==> src/rtl/idct_1d_seq.sv <==
// 8-point 1-D inverse DCT, sequential.
// X0..X7 stream in, then one multiply-accumulate unit builds each x[n]
// over 8 cycles. x0..x7 stream out with out_last marking x7.
// Data is Q11.4. The cosine table holds 0.5*cos(m*pi/16) in Q0.15.
`timescale 1ns/1ps

module idct_1d_seq #(
  parameter int DW   = 16,
  parameter int CW   = 16,
  parameter int ACCW = 36
) (
  input  logic          clk,
  input  logic          rst_n,
  input  logic          tbl_wr_en,
  input  logic [2:0]    tbl_wr_addr,
  input  logic [CW-1:0] tbl_wr_data,
  input  logic          in_valid,
  output logic          in_ready,
  input  logic [DW-1:0] in_data,
  output logic          out_valid,
  input  logic          out_ready,
  output logic [DW-1:0] out_data,
  output logic          out_last,
  output logic          busy
);

  typedef enum logic [1:0] {
    S_LOAD = 2'd0,
    S_MAC  = 2'd1,
    S_OUT  = 2'd2
  } state_e;

  state_e                 state_q;
  logic [2:0]             k_q;
  logic [2:0]             n_q;
  logic [2:0]             j_q;
  logic signed [ACCW-1:0] acc_q;
  logic signed [ACCW-1:0] acc_d;
  logic [DW-1:0]          x_q   [8];
  logic [CW-1:0]          tbl_q [8];
  logic [DW-1:0]          out_data_q;
  logic                   out_valid_q;
  logic                   out_last_q;
  logic                   in_ready_q;
  logic                   busy_q;

  logic [4:0]             m_raw;
  logic [5:0]             m_fold;
  logic [2:0]             t_idx;
  logic                   w_zero;
  logic                   w_neg;
  logic signed [CW:0]     t_ext;
  logic signed [CW:0]     w;
  logic signed [DW+CW:0]  prod;

  wire in_fire = in_valid && in_ready_q;

  // Cosine weight for the current (j, n) pair, then the MAC step.
  // NOTE: combinational logic uses blocking '=' and gives every signal a default first, so no latch can be inferred.
  always_comb begin
    w_zero = 1'b0;
    w_neg  = 1'b0;
    t_idx  = 3'd0;
    // Angle index m = (2n+1)*j mod 32, folded into 0..16 (cos is even about 0 and 2*pi).
    m_raw  = 5'({3'b000, n_q, 1'b1} * {4'b0000, j_q});
    m_fold = (m_raw > 5'd16) ? (6'd32 - {1'b0, m_raw}) : {1'b0, m_raw};
    // cos(pi/2) is zero; past pi/2 the cosine mirrors with a sign flip.
    if (m_fold == 6'd8) begin
      w_zero = 1'b1;
    end else if (m_fold > 6'd8) begin
      w_neg = 1'b1;
      t_idx = 3'(6'd16 - m_fold);
    end else begin
      t_idx = m_fold[2:0];
    end
    t_ext = $signed({tbl_q[t_idx][CW-1], tbl_q[t_idx]});
    w     = w_zero ? '0 : (w_neg ? -t_ext : t_ext);
    prod  = (DW+CW+1)'($signed(x_q[j_q])) * (DW+CW+1)'(w);
    // j == 0 starts a fresh sum for the next output sample.
    acc_d = (j_q == 3'd0) ? ACCW'(prod) : (acc_q + ACCW'(prod));
  end

  // Cosine table: writable in any state, defaults restored on reset.
  always_ff @(posedge clk or negedge rst_n) begin
    if (!rst_n) begin
      tbl_q[0] <= CW'(16'h2D41);
      tbl_q[1] <= CW'(16'h3EC5);
      tbl_q[2] <= CW'(16'h3B21);
      tbl_q[3] <= CW'(16'h3536);
      tbl_q[4] <= CW'(16'h2D41);
      tbl_q[5] <= CW'(16'h238E);
      tbl_q[6] <= CW'(16'h187D);
      tbl_q[7] <= CW'(16'h0C7C);
    end else if (tbl_wr_en) begin
      tbl_q[tbl_wr_addr] <= tbl_wr_data;
    end
  end

  // Coefficient buffer: captures X[k] on each input handshake.
  // NOTE: this buffer has no reset; every entry is rewritten before the MAC phase reads it.
  always_ff @(posedge clk) begin
    if (in_fire) begin
      x_q[k_q] <= in_data;
    end
  end

  // Control FSM with registered stream outputs.
  // NOTE: sequential state uses non-blocking '<=' so every register samples pre-edge values.
  always_ff @(posedge clk or negedge rst_n) begin
    if (!rst_n) begin
      state_q     <= S_LOAD;
      k_q         <= 3'd0;
      n_q         <= 3'd0;
      j_q         <= 3'd0;
      acc_q       <= '0;
      in_ready_q  <= 1'b1;
      out_valid_q <= 1'b0;
      out_data_q  <= '0;
      out_last_q  <= 1'b0;
      busy_q      <= 1'b0;
    end else begin
      unique case (state_q)
        S_LOAD: begin
          if (in_fire) begin
            k_q <= k_q + 3'd1;
            if (k_q == 3'd7) begin
              state_q    <= S_MAC;
              n_q        <= 3'd0;
              j_q        <= 3'd0;
              in_ready_q <= 1'b0;
              busy_q     <= 1'b1;
            end
          end
        end
        S_MAC: begin
          acc_q <= acc_d;
          j_q   <= j_q + 3'd1;
          if (j_q == 3'd7) begin
            state_q     <= S_OUT;
            out_data_q  <= DW'(acc_d >>> 15);
            out_valid_q <= 1'b1;
            out_last_q  <= (n_q == 3'd7);
          end
        end
        S_OUT: begin
          if (out_ready) begin
            out_valid_q <= 1'b0;
            out_last_q  <= 1'b0;
            if (n_q == 3'd7) begin
              state_q    <= S_LOAD;
              k_q        <= 3'd0;
              in_ready_q <= 1'b1;
              busy_q     <= 1'b0;
            end else begin
              state_q <= S_MAC;
              n_q     <= n_q + 3'd1;
              j_q     <= 3'd0;
            end
          end
        end
        default: begin
          state_q <= S_LOAD;
        end
      endcase
    end
  end

  assign in_ready  = in_ready_q;
  assign out_valid = out_valid_q;
  assign out_data  = out_data_q;
  assign out_last  = out_last_q;
  assign busy      = busy_q;

endmodule

==> config.mk <==
export PLATFORM = sky130hd
export DESIGN_NAME = idct_1d_seq
export DESIGN_NICKNAME = d
export VERILOG_FILES = /design/src/rtl/idct_1d_seq.sv
export SDC_FILE = /design/constraint.sdc
export NUM_CORES = 1
export LEC_CHECK = 0
export ABC_CLOCK_PERIOD_IN_PS = 41800
export CORE_MARGIN = 2
export CORE_UTILIZATION = 40
export DETAILED_ROUTE_END_ITERATION = 8
export PLACE_DENSITY_LB_ADDON = 0.3
export SLEW_MARGIN = 20
export SYNTH_ARGS = -nofsm -noshare
export SYNTH_HDL_FRONTEND = slang
export SYNTH_SLANG_ARGS = --single-unit
==> constraint.sdc <==
create_clock -name clk -period 41.8 [get_ports clk]
set_input_delay 4.18 -clock clk [delete_from_list [all_inputs] [get_ports clk]]
set_output_delay 4.18 -clock clk [all_outputs]
set_load 0.005 [all_outputs]
## Yosys cells after proc, flatten, opt, wreduce, memory -nomap -nowiden

Memory sizes are Yosys's and may differ from the RTL's.
Index checks and enable logic that the tools add are counted.

| word-level totals | value |
|---|---|
| bits in registers | 195 |
| RAM bits | 128 |
| memories kept | 1 |

| cells by class | value |
|---|---|
| $add $sub $neg | 7 |
| multipliers | 2 |
| order comparisons | 5 |
| equality and inequality tests | 12 |
| mux-type cells | 50 |
| bitwise logic cells | 2 |
| reduce and logical (&&, ||, !) cells | 14 |

Memory list:

| memory | depth | width | read ports | clocked after memory_dff | wr ports | RTL line | RTL |
|---|---|---|---|---|---|---|---|
| x_q | 8 | 16 | 1 | 0 | 1 | 39 | `logic [DW-1:0] x_q [8];` |

Operator list:

| kind | number |
|---|---|
| 128-bit bitwise mux | 1 |
| 16-bit binary-select mux with 3-bit select | 1 |
| 16-bit demux with 3-bit select | 1 |
| 16-bit two-way mux | 3 |
| 36-bit by 33-bit adder with 36-bit output | 1 |
| 36-bit two-way mux | 1 |
| 17-bit two-way mux | 2 |
| 16-bit by 17-bit multiplier with 33-bit output | 1 |
| 3-bit two-way mux | 11 |
| 1-bit two-way mux | 17 |
| 17-bit negation | 1 |
| 5-bit AND reduction | 3 |
| 2-bit inequality test, second input constant | 6 |
| 3-bit one-hot mux with 2 select lines | 2 |
| 3-bit by 1-bit adder with 3-bit output, second input constant | 3 |
| 3-bit == test, second input constant | 3 |
| 3-bit one-hot mux with 3 select lines | 1 |
| 4-bit >= comparator, second input constant | 2 |
| 2-bit two-way mux | 4 |
| 3-bit inverter with 4-bit output | 2 |
| 1-bit one-hot mux with 2 select lines | 4 |
| 4-bit AND reduction | 2 |
| 6-bit by 4-bit == test with 1-bit output, second input constant | 1 |
| 6-bit by 4-bit greater-than comparator with 1-bit output, second input constant | 1 |
| 16 further kinds | 18 |

## Logic depth before layout (Yosys ltp)

Gate-level depths: netlist (run 1).

| depth | value |
|---|---|
| depth after elaboration | 16 |
| depth in mapped cells | 65 |

## Worst setup path after synthesis (run 1)

No wires, ideal clock.

| timing path | value |
|---|---|
| path type | flip-flop to flip-flop |
| from | register j_q[0] |
| to | register out_data_q[15], in the netlist out_data[15] |
| library setup time | 126 ps |
| arrival | 14231 ps |
| slack | 27443 ps |
| cell stages (with the launch flop) | 63 |
| path buffers | 7 |
| period minus slack after synthesis | 14357 ps |
| path through | dfrtp_1 buf_2 buf_1 buf_1 clkbuf_1 nand2_1 fa_1 inv_1 ha_1 fa_1 xnor2_1 xnor3_1 or3_1 and2_1 ha_1 nor3_1 a31oi_1 o221a_1 (+27 left out) o21ai_0 a21o_1 a21oi_1 xnor2_1 ha_1 a21oi_1 o211ai_1 a2111oi_0 nor3_1 a211o_1 a311o_1 a21oi_1 o21bai_1 a31oi_1 xor2_1 nor2_1 xnor2_1 o21ai_1 |

| between the ends | value |
|---|---|
| cells in the longest elaborated chain, start to end | 16 |
| elaborated cells on any way between the ends | 26 |

Ends and longest elaborated chain:

| element | RTL line | RTL |
|---|---|---|
| from (decl) | 36 | `logic [2:0] j_q;` |
| from (signal assigned) | 137 | `j_q <= j_q + 3'd1;` |
| 4-bit by 3-bit multiplier with 5-bit output | 65 | `m_raw = 5'({3'b000, n_q, 1'b1} * {4'b0000, j_q});` |
| 6-bit by 5-bit subtractor with 6-bit output or 5-bit greater-than comparator (tied branches) | 66 | `m_fold = (m_raw > 5'd16) ? (6'd32 - {1'b0, m_raw}) : {1'b0, m_raw};` |
| 6-bit two-way mux | 66 |  |
| 6-bit by 4-bit greater-than comparator with 1-bit output or 1-bit by 3-bit subtractor with 3-bit output (tied branches) | 70, 72 |  |
| 3-bit two-way mux | 70 | `end else if (m_fold > 6'd8) begin` |
| 3-bit two-way mux | 68 | `if (m_fold == 6'd8) begin` |
| 3-bit inverter with 4-bit output (not written as such) | 76 | `t_ext = $signed({tbl_q[t_idx][CW-1], tbl_q[t_idx]});` |
| 16-bit binary-select mux with 3-bit select | 76 |  |
| 16-bit two-way mux (not written as such) (2 in series) | 76 |  |
| 17-bit negation | 77 | `w = w_zero ? '0 : (w_neg ? -t_ext : t_ext);` |
| 17-bit two-way mux (2 in series) | 77 |  |
| 16-bit by 17-bit multiplier with 33-bit output | 78 | `prod = (DW+CW+1)'($signed(x_q[j_q])) * (DW+CW+1)'(w);` |
| 36-bit by 33-bit adder with 36-bit output | 80 | `acc_d = (j_q == 3'd0) ? ACCW'(prod) : (acc_q + ACCW'(prod));` |
| 36-bit two-way mux | 80 |  |
| to (signal assigned) | 140 | `out_data_q <= DW'(acc_d >>> 15);` |
| to (decl) | 41 | `logic [DW-1:0] out_data_q;` |

Parallel ways exist; a longest one is shown, timed or not. The select of a mux whose other input is x is not followed.
A chain may end at the register's enable or synchronous reset.

## Worst setup path in the final report (run 1)

| timing path | value |
|---|---|
| from | register j_q[2] |
| to | register out_data_q[15], in the netlist out_data[15] |

Same word-level chain as after synthesis.

==> metrics.yaml, run 1 <==
worst_setup_path:
  reg2reg_from: "j_q[2]"
  worstSetupPathType: "flop to flop"
  critPathMaxFanout: 30
  required_ps: 42220
  rrSetupSlack_ps: 26620
  start_kind: "flop"
  critPathArrivalTime_ps: 15600
  end_kind: "flop"
  slowest_delay_ps: 650
  path_common_cell: "fa_1"
  slowest_stage: "dfrtp_1"
  ff2ff_path_depth: 56
  reg2reg_to: "out_data[15]"
detailed_routing:
  vias_per_cell: 5.200
  firstDrtPassIters: 6
  vias: 16930
  drtIter0Drc: 1051
  routed_wl_um: 58890
  antenna_left: 0
  routedWlPerCell_um: 18.09
  drcViolationCount: 0
logic_synthesis:
  syn_inst: 2344
  postSynth.asyncResetShare_pct: 59.75
  synth_commonest_cells: "inv_1 (363), fa_1 (266), nand2_1 (231)"
  synth.distinct_cells: 77
  ys.warnings.count: 0
  yosysSeqAreaShare_pct: 33.87
  netlist.area_leader.share_pct: 20.80
  synthesis.area_sq_um: 25600
  synth_edf_count: 128
  yosysTopAreaCell: "fa_1"
  ys.flop_type: "dfrtp_1"
  synth-seq-cells: 318
  yosys-top-cells-area: "fa_1 (21%), edfxtp_1 (15%), dfrtp_1 (13%)"
  synth_most_common_cell: "inv_1"
  syn-num-nets: 2777
  avgSynthCellArea_sq_um: 10.92
finish:
  num-nets-final: 2814
  n_antenna_cell: 0
  drive_above_1_share_pct: 15.36
  area.growth.synth_to_final_pct: 11.06
die:
  initial_utilization_pct: 40.51
  core-area_sq_um: 63200
  die_height_um: 257.0
  ios: 60
  num_rows: 92
  die_area_sq_um: 66040
  die_w_um: 257.0
clock_network:
  ctsHoldBuffers: 0
  postCtsResizedCells: 0
  cts_buffers: 37
  clk_latency_ps: 560
  htreeDepth: 2
  post-cts-setup-buffers: 0
  clkTransAtPathRegs_ps: 60
  cts_tree: "yes"
  clkSinkCount: 318
  clk_path_buf_depth: 3
  clockRootBuffer: "clkbuf_16"
grt:
  grt_pass1_vias: 17960
  antenna_found_initial: 0
  grt_first_pass_wirelength_um: 95150
  grt_remaining_overflow: 0
  grt_max_degree: 67
  grtUsageTotal_pct: 18.12
min_path:
  hp-class: "flop to flop"
  min_from: "out_data[8]"
  whs_path_depth: 2
  hold_end: "out_data[8]"
timing:
  finClkSkew_ps: 27.38
  slew_viol_final: 0
  fin_tns_setup_ps: 0
  rsz0062_at_grt: "false"
  finalCritPeriodShare_pct: 36.32
  finalSetupViolations: 0
  tightestPinTransition_ps: 926.1
  timing.fmax_mhz: 65.87
  max_slew_margin_pct: 38.11
  hold_viol: 0
  layout_min_cycle_time_ps: 15180
placed_design:
  io_buffer_count: 59
  gp_congestion: 0.8802
  dp_hpwl_um: 43930
flow_run:
  cap_violations: 0
run_status:
  status: "finished clean"
## worst max-delay path by stage
| stage | startpoint | depth (start not counted) | to |
|---|---|---|---|
| global route | j_q[2] | 54 | out_data[15] |
| CTS | j_q[2] | 56 | acc_q[30] |
| finish | j_q[2] | 56 | out_data[15] |
| detailed placement | j_q[2] | 56 | acc_q[30] |
| global placement | j_q[2] | 56 | out_data[15] |
| floorplan | j_q[0] | 62 | out_data[15] |
## cell usage in the layout, fill, tap and decap left out, drive strengths merged, types with 23 or more instances in the layout
cell type / Yosys / layout
nor2b: 24 / 24
a21oi: 86 / 86
dfrtp: 131 / 131
fa: 266 / 266
nor3: 25 / 25
mux4: 52 / 52
clkdlybuf4s50: 0 / 58
o21ai: 86 / 86
nand2: 231 / 231
inv: 364 / 366
and2: 23 / 23
buf: 27 / 34
nand3: 29 / 29
ha: 127 / 127
xnor2: 54 / 54
dfstp: 59 / 59
nor2: 188 / 188
edfxtp: 128 / 128
clkbuf: 68 / 44
mux2i: 62 / 62
mux2: 128 / 128
## flip-flops by register name, indices dropped and copies added, names as in the netlist, 2 cells and up
signal    count
j_q           3
state_q       2
tbl_q       128
acc_q        31
k_q           3
n_q           3
x_q         128
out_data     16
## area by class of cell
type	count	area, sq um
Clock inverter	24	275.3
Inverter	364	1366
Timing Repair Buffer	93	849.6
Fill cell	5776	34760
Multi-Input combinational cell	1567	15220
Tap cell	846	1059
Clock buffer	43	989.7
Sequential cell	318	8673
## worst max-delay path: cells and delay by family (launching register included)
kind            cells  cell delay (ps)
buf+inv             8             1160
fa+ha+maj          13             5400
xor+xnor            6             1360
mux                 2              700
compound gates     18             3470
simple gates        9             2230
flops               1              650
## logic make-up (layout without fill, tap and decap cells)
logic type               count (synthesis)  after routing  share of synthesized area, %
buffers and inverters                  459            524                         7.008
flip-flops                             318            318                         33.87
adder cells (fa/ha/maj)                393            393                         27.01
multiplexers                           242            242                         12.77
AO/OA/AOI/OAI                          269            269                         6.309
XOR/XNOR                                79             79                         2.957
AND/OR/NAND/NOR                        584            584                         10.07
## metrics by stage
| step | setup WS (ps) | area [sq um] | util [%] | hold WS [ps] | std cells |
|---|---|---|---|---|---|
| floorplan | 27440 | 25600 | - | 456.3 | 2344 |
| global placement | 27160 | 27160 | 42.98 | 464.6 | 3188 |
| CTS | 26710 | 28420 | 44.98 | 482.0 | 3255 |
| global route | 25480 | 28430 | 44.99 | 512.7 | 3255 |
| detailed placement | 26730 | 27160 | 42.98 | 470.1 | 3188 |
| finish | 26620 | 28430 | 44.99 | 476.6 | 3255 |
## per-layer routing
| layer | global-route usage (%) | share of wire (%) | up-vias |
|---|---|---|---|
| met5 | 0 | 0 | - |
| li1 | - | - | 7788 |
| met1 | 23.12 | 41 | 8605 |
| met3 | 3.152 | 5.8 | 109 |
| met2 | 30.86 | 49 | 424 |
| met4 | 6.718 | 3.7 | 0 |
Power of run 1 is left out: the tool's default activity adds up to more than one toggle a clock period on the data nets, which glitch-free logic cannot reach.
==> run 2: changes to the inputs <==
Settings changed: ABC_CLOCK_PERIOD_IN_PS 41800 to 14350.
Clock period 41.8 ns to 14.35 ns, I/O delays scaled along.
==> run 2 against run 1 <==
  * Highest routed layer unchanged
  * Count of clock-buffer cells in the layout is 11 higher
  * Setup slack got worse by 26000 ps
  * Cell count rose by 1.2%
  * Flip-flop and latch count unchanged
  * Critical path type unchanged
  * Maximum frequency rose by 11%
  * Register-to-register slack worse by 26000 ps
  * Critical path depth shrank 3
  * Cell area increased by 1.2%
  * Non-clock buffer count is 39 higher
  * Hold slack about the same
  * Wire length up 3.3%
==> metrics.yaml, run 2 (synthesis results as in run 1) <==
detailed_routing:
  routedWlPerCell_um: 18.47
  firstDrtPassIters: 5
  vias_per_cell: 5.211
  vias: 17160
  antenna_left: 0
  routed_wl_um: 60840
  drtIter0Drc: 1205
  drcViolationCount: 0
clock_network:
  htreeDepth: 2
  ctsHoldBuffers: 0
  cts_buffers: 37
  cts_tree: "yes"
  clkTransAtPathRegs_ps: 60
  clk_latency_ps: 550
  clockRootBuffer: "clkbuf_16"
  clkSinkCount: 318
  clk_path_buf_depth: 3
die:
  die_area_sq_um: 66040
  die_height_um: 257.0
  core-area_sq_um: 63200
  ios: 60
  num_rows: 92
  initial_utilization_pct: 40.51
  die_w_um: 257.0
worst_setup_path:
  worstSetupPathType: "flop to flop"
  reg2reg_to: "out_data[15]"
  reg2reg_from: "n_q[1]"
  ff2ff_path_depth: 53
  critPathBufInv: 5
  required_ps: 14750
  crit_family: "adder cells"
  critPathArrivalTime_ps: 14020
  slowest_stage: "fa_1"
  path_common_cell: "fa_1"
  start_kind: "flop"
  slowest_delay_ps: 550
  end_kind: "flop"
  critPathMaxFanout: 13
  rrSetupSlack_ps: 730
placed_design:
  dp.cells: 3205
  gp_congestion: 0.8923
  place_area_sq_um: 27300
  io_buffer_count: 59
  dp_hpwl_um: 45110
timing:
  finalCritPeriodShare_pct: 94.90
  hold_ws_ps: 476.8
  finClkSkew_ps: 12.76
  fin_tns_setup_ps: 0
  timing.fmax_mhz: 73.43
  tightestPinTransition_ps: 1021
  finalSetupViolations: 0
  hold_viol: 0
  layout_min_cycle_time_ps: 13620
  max_slew_margin_pct: 31.80
  rsz0062_at_grt: "false"
  slew_viol_final: 0
finish:
  design_area_sq_um: 28770
  drive_above_1_share_pct: 17.45
  mostFrequentLayoutCells: "inv_1 (363), fa_1 (266), nand2_1 (227)"
  fin_cells: 3293
  n_antenna_cell: 0
  top_regs: "tbl_q x128, x_q x128, acc_q x31"
  num-nets-final: 2853
  area.growth.synth_to_final_pct: 12.37
  final_common_cell: "inv_1"
grt:
  busiest_layer: "met2"
  grt_first_pass_wirelength_um: 96570
  use_met3_pct: 2.975
  gr-usage-met2_pct: 30.68
  grt_remaining_overflow: 0
  antenna_found_initial: 0
  grt_pass1_vias: 17860
  use_met1_pct: 24.12
  grt_max_degree: 76
  grtUsageTotal_pct: 18.51
run_status:
  status: "finished clean"
min_path:
  min_from: "out_data[3]"
  hp-class: "flop to flop"
  whs_path_depth: 2
  hold_end: "out_data[3]"
flow_run:
  cap_violations: 0
[run 2: worst max path at each step]
stage | startpoint | to | slack (ps) | cells past startpoint
finish | n_q[1] | out_data[15] | 730 | 53
global route | n_q[1] | out_data[15] | 4 | 56
CTS | j_q[0] | out_data[15] | 30 | 54
detailed placement | j_q[0] | out_data[15] | 50 | 54
global placement | j_q[0] | out_data[15] | 530 | 55
floorplan | j_q[0] | out_data[15] | 190 | 62
[run 2: area by class of cell]
class,count,area [sq um]
clock buffers,54,1069
clock inverters,12,132.6
fillers,5776,34430
inverters,364,1366
multi-input cells,1567,15310
flip-flops and latches,318,8673
well taps,846,1059
repair buffers,132,1164
[run 2: metrics by stage]
stage / utilization (%) / worst slack (ps)
after detailed placement: 43.20 / 47.29
after floorplan: - / 188.5
after global routing: 45.52 / 3.971
final: 45.52 / 731.7
after CTS: 45.10 / 30.31
after global placement: 43.20 / 534.5
[run 2: repair_timing]
item / in CTS / in global routing
setup endpoints to repair: 0 / 16
gates resized for setup: 0 / 29
setup buffers: 0 / 21
[run 2: worst reg2reg max path: cells and delay by family (launching register included)]
family	cells	cell delay, ps
buffers and inverters	5	270
XOR/XNOR	6	1280
flip-flops	1	420
multiplexers	2	610
AO/OA/AOI/OAI	16	3260
AND/OR/NAND/NOR	11	2470
adder cells (fa/ha/maj)	13	5160
[run 2: routing by layer]
| layer | vias up | part of all wire (%) |
|---|---|---|
| li1 | 7861 | - |
| met1 | 8708 | 42 |
| met2 | 465 | 48 |
| met3 | 127 | 5.4 |
| met4 | 0 | 4.1 |
| met5 | - | 0 |
Power of run 2 is left out for the same reason.
